## src/rtl/clk_div_pkg.sv

```systemverilog
// Shared types, constants and the high-time clamp helper for the clk_div_multi divider.
// Build option: CLK_DIV_SYNC_EN (see clk_div_multi.sv) adds a global phase-alignment input.
package clk_div_pkg;

    typedef enum logic {
        CH_IDLE,
        CH_RUN
    } chan_state_t;

    localparam int CLK_DIV_MIN_RATIO = 2;

    // Widest counter the helper below handles; channels zero-extend into it.
    localparam int CLK_DIV_MAX_WIDTH = 64;

    // Turns a requested high time into the one actually used.
    // 0 means half the period (rounded down), and anything that would keep
    // the clock high for the whole period is clipped to one cycle short of it.
    function automatic logic [CLK_DIV_MAX_WIDTH-1:0] eff_high(
        input logic [CLK_DIV_MAX_WIDTH-1:0] ratio,
        input logic [CLK_DIV_MAX_WIDTH-1:0] high
    );
        if (high == '0)
            return ratio >> 1;
        else if (high >= ratio)
            return ratio - 1'b1;
        else
            return high;
    endfunction

endpackage

```

## src/rtl/clk_div_channel.sv

```systemverilog
// One divider channel: IDLE/RUN FSM, period counter, active and shadow configuration.
// Configuration only changes at a boundary (idle, period wrap or sync) so clk_out never glitches.
module clk_div_channel
    import clk_div_pkg::*;
#(
    parameter int WIDTH     = 32,
    parameter int DEF_RATIO = 2
) (
    input  logic             clk,
    input  logic             reset,
    input  logic             enable,
    input  logic             wr,
    input  logic             sync,
    input  logic [WIDTH-1:0] wr_ratio,
    input  logic [WIDTH-1:0] wr_high,
    output logic             clk_out,
    output logic             tick,
    output logic             pending
);

    chan_state_t      state, state_next;
    logic [WIDTH-1:0] cnt, cnt_next;
    logic [WIDTH-1:0] act_ratio, act_ratio_next;
    logic [WIDTH-1:0] act_high, act_high_next;
    logic [WIDTH-1:0] shadow_ratio, shadow_high;
    logic             pending_next;
    logic             clk_out_next, tick_next;
    logic             boundary, load;
    logic [WIDTH-1:0] load_ratio, load_high;

    // Boundary detection, configuration hand-over and next counter/outputs.
    // A write landing on the boundary cycle itself is used directly (write-through).
    always_comb begin
        boundary       = 1'b0;
        load           = 1'b0;
        load_ratio     = shadow_ratio;
        load_high      = shadow_high;
        act_ratio_next = act_ratio;
        act_high_next  = act_high;
        pending_next   = pending;
        state_next     = state;
        cnt_next       = '0;
        clk_out_next   = 1'b0;
        tick_next      = 1'b0;

        boundary = (state == CH_IDLE) || sync || (cnt == act_ratio - WIDTH'(1));

        if (wr) begin
            load_ratio = wr_ratio;
            load_high  = wr_high;
        end

        load = boundary && (wr || pending);
        if (load) begin
            act_ratio_next = load_ratio;
            act_high_next  = WIDTH'(eff_high(CLK_DIV_MAX_WIDTH'(load_ratio),
                                             CLK_DIV_MAX_WIDTH'(load_high)));
            pending_next   = 1'b0;
        end else if (wr) begin
            pending_next = 1'b1;
        end

        if (enable) begin
            state_next   = CH_RUN;
            cnt_next     = boundary ? '0 : cnt + WIDTH'(1);
            tick_next    = boundary;
            clk_out_next = (cnt_next < act_high_next);
        end else begin
            state_next = CH_IDLE;
        end
    end

    // State, counter, registered outputs and configuration registers.
    always_ff @(posedge clk) begin
        if (reset) begin
            state        <= CH_IDLE;
            cnt          <= '0;
            clk_out      <= 1'b0;
            tick         <= 1'b0;
            act_ratio    <= WIDTH'(DEF_RATIO);
            act_high     <= WIDTH'(DEF_RATIO / 2);
            shadow_ratio <= '0;
            shadow_high  <= '0;
            pending      <= 1'b0;
        end else begin
            state     <= state_next;
            cnt       <= cnt_next;
            clk_out   <= clk_out_next;
            tick      <= tick_next;
            act_ratio <= act_ratio_next;
            act_high  <= act_high_next;
            pending   <= pending_next;
            if (wr) begin
                shadow_ratio <= wr_ratio;
                shadow_high  <= wr_high;
            end
        end
    end

endmodule

```

## src/rtl/clk_div_multi.sv

```systemverilog
// Multi-channel programmable clock divider: config decode, write validation, channel array.
// Build option: define CLK_DIV_SYNC_EN to add sync_in, which restarts every running
// channel at count 0 on the next cycle for phase alignment.
module clk_div_multi
    import clk_div_pkg::*;
#(
    parameter int NUM_CH    = 4,
    parameter int WIDTH     = 32,
    parameter int DEF_RATIO = 2,
    localparam int CH_W     = (NUM_CH > 1) ? $clog2(NUM_CH) : 1
) (
    input  logic              clk_in,
    input  logic              reset,
    input  logic [NUM_CH-1:0] enable,
    input  logic              cfg_wr,
    input  logic [CH_W-1:0]   cfg_ch,
    input  logic [WIDTH-1:0]  cfg_ratio,
    input  logic [WIDTH-1:0]  cfg_high,
`ifdef CLK_DIV_SYNC_EN
    input  logic              sync_in,
`endif
    output logic [NUM_CH-1:0] clk_out,
    output logic [NUM_CH-1:0] tick,
    output logic [NUM_CH-1:0] cfg_pending,
    output logic              cfg_err
);

    logic cfg_ok;
    logic sync_all;

`ifdef CLK_DIV_SYNC_EN
    assign sync_all = sync_in;
`else
    assign sync_all = 1'b0;
`endif

    assign cfg_ok = (cfg_ratio >= WIDTH'(CLK_DIV_MIN_RATIO)) && (32'(cfg_ch) < NUM_CH);

    // Rejected writes produce a single-cycle error pulse and touch no channel.
    always_ff @(posedge clk_in) begin
        if (reset)
            cfg_err <= 1'b0;
        else
            cfg_err <= cfg_wr && !cfg_ok;
    end

    for (genvar i = 0; i < NUM_CH; i++) begin : g_ch
        clk_div_channel #(
            .WIDTH     (WIDTH),
            .DEF_RATIO (DEF_RATIO)
        ) u_ch (
            .clk      (clk_in),
            .reset    (reset),
            .enable   (enable[i]),
            .wr       (cfg_wr && cfg_ok && (cfg_ch == CH_W'(i))),
            .sync     (sync_all),
            .wr_ratio (cfg_ratio),
            .wr_high  (cfg_high),
            .clk_out  (clk_out[i]),
            .tick     (tick[i]),
            .pending  (cfg_pending[i])
        );
    end

endmodule

```

## config.mk

```make
export PLATFORM = sky130hd
export DESIGN_NAME = clk_div_multi
export DESIGN_NICKNAME = d
export VERILOG_FILES = /design/src/rtl/clk_div_pkg.sv /design/src/rtl/clk_div_channel.sv /design/src/rtl/clk_div_multi.sv
export SDC_FILE = /design/constraint.sdc
export NUM_CORES = 2
export LEC_CHECK = 0
export CAP_MARGIN = 0
export CORE_MARGIN = 2
export CORE_UTILIZATION = 35
export DETAILED_ROUTE_END_ITERATION = 6
export PLACE_DENSITY = 0.56
export REMOVE_ABC_BUFFERS = 1
export SLEW_MARGIN = 10
export SYNTH_ARGS = -nofsm -noshare
export SYNTH_HDL_FRONTEND = slang
export SYNTH_SLANG_ARGS = --single-unit
```

## constraint.sdc

```tcl
create_clock -name clk_in -period 20.8 [get_ports clk_in]
set_input_delay 5.2 -clock clk_in [delete_from_list [all_inputs] [get_ports clk_in]]
set_output_delay 5.2 -clock clk_in [all_outputs]
set_load 0.01 [all_outputs]
```

After elaboration in Yosys (flattened, before gate mapping)
Index checks and enable logic that the tools add are counted.
Cells by class
  add/sub/neg operators: 12
  multipliers: 0
  divide/modulo/power cells: 0
  $lt $le $gt $ge: 9
  equality and inequality tests: 7
  shift-type cells: 0
  muxes and demuxes: 28
  bitwise gates (word level): 8
  reductions and logical operators: 32
Operator list (number)
  2-to-1 mux 32 bit: 24
  subtractor 32 x 1 -> 32 bit, second input constant: 8
  adder 32 x 1 -> 32 bit, second input constant: 4
  equality test 32 bit: 4
  greater-or-equal comparator 32 bit: 4
  zero test 32 bit: 4
  < comparator 32 bit: 4
  greater-or-equal comparator 32 x 2 -> 1 bit, second input constant: 1
  OR reduction 2 bit: 8
  logical AND 1 bit: 10
  logical OR 1 bit: 8
  NOT 1 bit: 8
  equality test 2 bit, second input constant: 2
  2-to-1 mux 1 bit: 4
  equality test 2 x 1 -> 1 bit, second input constant: 1
  zero test 2 bit: 1
  zero test 1 bit: 1
Storage, ports and cells
  flip-flop bits (word level): 657
  bits in latches: 0
  RAM bits: 0
  memory bits (read-only): 0
  bits of input ports: 73
  output and inout bits: 13
  word-level logic and storage cells: 133
  memories: 0

Longest topological paths before layout
  depth after elaboration: 9
  depth in mapped cells: 37
  depth with buffers taken out: 28

Modules after synthesis
Synthesis repeated with hierarchy kept, for this count alone.
Unflattened totals
  cell total of the unflattened synthesis: 4908
  area total of the unflattened synthesis: 41593.6 µm²
By module, submodules not included
  clk_div_channel at g_ch[1].u_ch ...: times used 2, cells an instance 1230, area an instance 10282.4 µm², sequential area each 3283.1 µm²
  clk_div_channel at g_ch[0].u_ch: times used 1, cells an instance 1259, area an instance 10528.8 µm², sequential area each 3283.1 µm²
  clk_div_channel at g_ch[3].u_ch: times used 1, cells an instance 1167, area an instance 10351.2 µm², sequential area each 3283.1 µm²
  clk_div_multi: times used 1, cells an instance 22, area an instance 148.9 µm², sequential area each 20.0 µm²

Worst setup path before layout
OpenSTA, ideal clock, no wires.
  path type: input to register
  from: input port cfg_ratio[4]
  to: register g_ch[2].u_ch.clk_out
  library setup time: 0.060 ns
  arrival time: 12.442 ns
  data required time: 20.740 ns
  setup slack: 8.298 ns
  stages on the path: 33
  path buffers: 7
  cells stage by stage: buf_2 or4_1 buf_2 nor4_4 nand4_2 nand2_1 buf_2 buf_2 buf_2 mux2i_1 inv_1 ha_1 nand3_1 or2_2 or4_1 o311a_1 and2_1 clkbuf_1 clkbuf_1 a21oi_1 o21ai_0 a22oi_1 ha_1 a21o_1 a21o_1 a21o_1 a21o_1 a21o_1 a211oi_1 o21ai_0 a21o_1 a2111oi_0 and3_1
On the way
  longest elaborated chain between the ends: 9
  elaborated cells between the ends (all ways): 14
  classes of those cells: add/sub: 1; order compare: 3; mux: 5; reduce/logical: 5
RTL lines
  start: declaration: line clk_div_multi.sv:17  | input logic [WIDTH-1:0] cfg_ratio,
  greater-or-equal comparator 32 x 2 -> 1 bit *: line clk_div_multi.sv:37  | assign cfg_ok = (cfg_ratio >= WIDTH'(CLK_DIV_MIN_RATIO)) && (32'(cfg_ch) < NUM_CH);
  logical AND 1 bit * (2 in a row): line clk_div_multi.sv:55  | .wr (cfg_wr && cfg_ok && (cfg_ch == CH_W'(i))),
  2-to-1 mux 32 bit *
  net g_ch[2].u_ch.load_high[21]: line clk_div_channel.sv:29  | logic [WIDTH-1:0] load_ratio, load_high;
  greater-or-equal comparator 32 bit: line clk_div_pkg.sv:24  | else if (high >= ratio)
  2-to-1 mux 32 bit: line clk_div_pkg.sv:24
  2-to-1 mux 32 bit *: line clk_div_pkg.sv:22  | if (high == '0)
  2-to-1 mux 32 bit *: line clk_div_channel.sv:54  | if (load) begin
  < comparator 32 bit *: line clk_div_channel.sv:67  | clk_out_next = (cnt_next < act_high_next);
  end signal: assignment: line clk_div_channel.sv:88  | clk_out <= clk_out_next;
  end: declaration: line clk_div_channel.sv:16  | output logic clk_out,
Mark *: on every way through the listed nets, which the timed path passes. The rest lies on a longest branch.
A chain may end at the register's enable or synchronous reset.

Worst setup path after layout
  from: input port cfg_ratio[4]
  to: register g_ch[2].u_ch.clk_out
On the way
  longest elaborated chain between the ends: 9
  elaborated cells between the ends (all ways): 14
  classes of those cells: add/sub: 1; order compare: 3; mux: 5; reduce/logical: 5
RTL lines (line)
  greater-or-equal comparator 32 x 2 -> 1 bit: clk_div_multi.sv:37
  logical AND 1 bit (2 in a row): clk_div_multi.sv:55
  2-to-1 mux 32 bit, on equally long branches
  subtractor 32 x 1 -> 32 bit or greater-or-equal comparator 32 bit (tied branches): clk_div_pkg.sv:25, clk_div_pkg.sv:24
  2-to-1 mux 32 bit: clk_div_pkg.sv:24
  2-to-1 mux 32 bit: clk_div_pkg.sv:22
  2-to-1 mux 32 bit *: clk_div_channel.sv:54
  < comparator 32 bit *: clk_div_channel.sv:67
Mark *: on every way between the ends. The rest lies on a longest branch, timed or not.

==> impl_metrics.csv <==
group,metric,value,unit
placement,dpl.cell_count,6814,
critical_path,cp_common_cell,"a21o_1",
timing,fin_crit,13.87,ns
timing,clock_skew,0.03286,ns
critical_path,arrival,14.46,ns
power_and_ir_drop,peakVddDrop,47.34,µV
global_routing,grt_pass1_vias,36900,
yosys,yosysSeqAreaShare,31.01,%
cells_and_area,final_common_cell,"nor2_1",
critical_path,slowest_stage,"or4_1",
worst_hold_path,hold_class,"reg -> reg",
detailed_routing,vias,39050,
detailed_routing,firstDrtPassIters,6,
detailed_routing,drtIter0Drc,3006,
global_routing,antenna_found_initial,2,
timing,max_freq,0.07210,GHz
yosys,yosysWarnings,0,
yosys,avgSynthCellArea,7.982,µm²
worst_hold_path,min_path_cells,2,
clock_network,clock_latency,0.65,ns
floorplanning,die_w,352.1,µm
cells_and_area,fin_util,39.68,%
cells_and_area,final_cell_mix,"nor2_1, dfxtp_1, nand2_1",
clock_network,cts.htree.levels,3,
clock_network,cts_made_buffers,79,
timing,finalCritPeriodShare,66.68,%
timing,slew_viol_final,0,
run_status,status,"completed",
timing,setup_viol,0,
timing,worst_slew_pin_slew,1.122,ns
placement,io_buffers,85,
placement,place_hpwl,109900,µm
critical_path,rrSetupSlack,13.51,ns
job,drv_cap,0,
clock_network,clock-root-buffer,"clkbuf_16",
detailed_routing,routed_wl,148000,µm
clock_network,cts.sinks,657,
yosys,synth-edff-count,0,
placement,pre_cts_slack,6.337,ns
clock_network,cts_repair_resize_count,0,
timing,setup_ws,6.931,ns
floorplanning,dieArea,0.1240,mm²
yosys,synth-seq-cells,657,
detailed_routing,ant_nets,0,
global_routing,grt_usage,23.09,%
cells_and_area,fin_cells,6960,
global_routing,grt_max_degree,126,
clock_network,cts_hold_buffers,0,
clock_network,cts_setup_buffers,0,
placement,gp_congestion,0.9605,
floorplanning,top_level_ports,86,
clock_network,cts_max_path_buffers,3,
yosys,ys_types,99,
timing,finalSetupTns,0,ns
power_and_ir_drop,powerDensity,76.32,mW/mm²
floorplanning,row_count,127,
critical_path,rr_worst_depth,22,
cells_and_area,nets,5617,
cells_and_area,drive_gt1_share,6.342,%
yosys,synthArstFlopShare,0,%
cells_and_area,area_growth,12.40,%
critical_path,cp_max_fo,44,
yosys,syn_inst,5313,
timing,rsz0062_at_grt,"false",
global_routing,grt-ovfl-total,0,
critical_path,crit_path_start_kind,"primary input",
yosys,synthesis.area,0.04241,mm²
timing,maxSlewHeadroom,24.48,%
critical_path,slowest_delay,0.70,ns
detailed_routing,drc,0,
floorplanning,core_area,0.1201,mm²
global_routing,grt_pass1_wl,226400,µm
critical_path,crit_path_end_kind,"flip-flop",
clock_network,clk_pin_slew,0.06,ns
detailed_routing,routedWlPerCell,21.26,µm
timing,hold_viol_final,0,
yosys,ys.flop_type,"dfxtp_1",
critical_path,crit_type,"in -> reg",
floorplanning,die_height,352.1,µm
power_and_ir_drop,total_leakage_power,0.02029,µW
floorplanning,initial_core_util,35.30,%
clock_network,cts_tree,"done",
critical_path,required,21.39,ns
detailed_routing,vias_per_cell,5.610,
## through the flow
| step | area [µm²] | power, µW | hold WS, ns |
|---|---|---|---|
| 2_1_floorplan | 41030 | 1915 | 0.4253 |
| 3_3_place_gp | 45000 | 2199 | 0.4381 |
| 3_5_place_dp | 45000 | 2206 | 0.4462 |
| 4_1_cts | 47660 | 3651 | 0.4543 |
| 5_1_grt | 47660 | 3798 | 0.4754 |
| 6_report | 47670 | 3638 | 0.4512 |
## flip-flops by register name, indices dropped and copies added (netlist names)
signal	flops
g_ch.u_ch.state	4
g_ch.u_ch.clk_out	4
g_ch.u_ch.shadow_ratio	128
g_ch.u_ch.cnt	128
g_ch.u_ch.shadow_high	128
cfg_err	1
g_ch.u_ch.act_ratio	128
g_ch.u_ch.tick	4
g_ch.u_ch.pending	4
g_ch.u_ch.act_high	128
## final cells by class
class                           instances  area [µm²]
Fill cell                           12370       72460
Multi-Input combinational cell       4190       27470
Sequential cell                       657       13150
Clock buffer                          120        2377
Tap cell                             1612        2017
Timing Repair Buffer                  214        1834
Inverter                              142       535.5
Clock inverter                         22       279.0
Antenna cell                            3       7.507
## worst paths after layout
kind,from,to
worst max register to register,g_ch[0].u_ch.act_ratio[6],g_ch[0].u_ch.clk_out
worst min register to register,g_ch[3].u_ch.act_high[11],g_ch[3].u_ch.act_high[11]
worst max-delay path,cfg_ratio[4],g_ch[2].u_ch.clk_out
worst min-delay path,g_ch[3].u_ch.act_high[11],g_ch[3].u_ch.act_high[11]
## cells by family after synthesis
| group | Yosys count | share of synthesized area, % |
|---|---|---|
| compound gates | 984 | 16.15 |
| xor+xnor | 361 | 7.455 |
| fa+ha+maj | 263 | 7.742 |
| buf+inv | 466 | 4.514 |
| flops | 657 | 31.01 |
| mux | 299 | 7.098 |
| simple gates | 2283 | 26.03 |
## synth_stat cells (all sizes together) (103+ instances only)
| master | n | area (µm²) |
|---|---|---|
| nor2 | 783 | 2939 |
| dfxtp | 657 | 13150 |
| nand2 | 477 | 1793 |
| mux2i | 285 | 2853 |
| ha | 260 | 3253 |
| a21oi | 237 | 1186 |
| nor3 | 231 | 1167 |
| clkbuf | 220 | 827.0 |
| xnor2 | 194 | 1699 |
| xor2 | 167 | 1463 |
| inv | 141 | 529.3 |
| o21ai | 136 | 688.2 |
| nand3 | 135 | 675.7 |
| nor4 | 123 | 833.3 |
| a211oi | 120 | 900.9 |
| and2 | 112 | 700.7 |
| buf | 104 | 554.3 |
| nand4 | 103 | 650.6 |
## routing by layer
layer	vias up	global-route usage [%]	part of all wire, %
li1	19030	-	-
met1	18520	31.59	46
met2	1199	35.74	43
met3	297	3.006	5.5
met4	0	11.27	5.3
met5	-	0	0
## critical path, delay by kind of cell
family / cells / cell delay, ns
adders and majority gates: 2 / 0.58
and+or+nand+nor: 10 / 3.09
AOI/OAI and AO/OA: 11 / 2.54
buffers and inverters: 5 / 1.94
muxes: 2 / 1.04
## where the power goes
group	leakage, µW	internal (µW)	switching (µW)	total, µW
Sequential	0.00533	1300	36.6	1340
Combinational	0.0136	315	540	856
Clock	0.00131	862	583	1440
Total	0.0203	2480	1160	3640
Power figures use the tool's default switching activity.
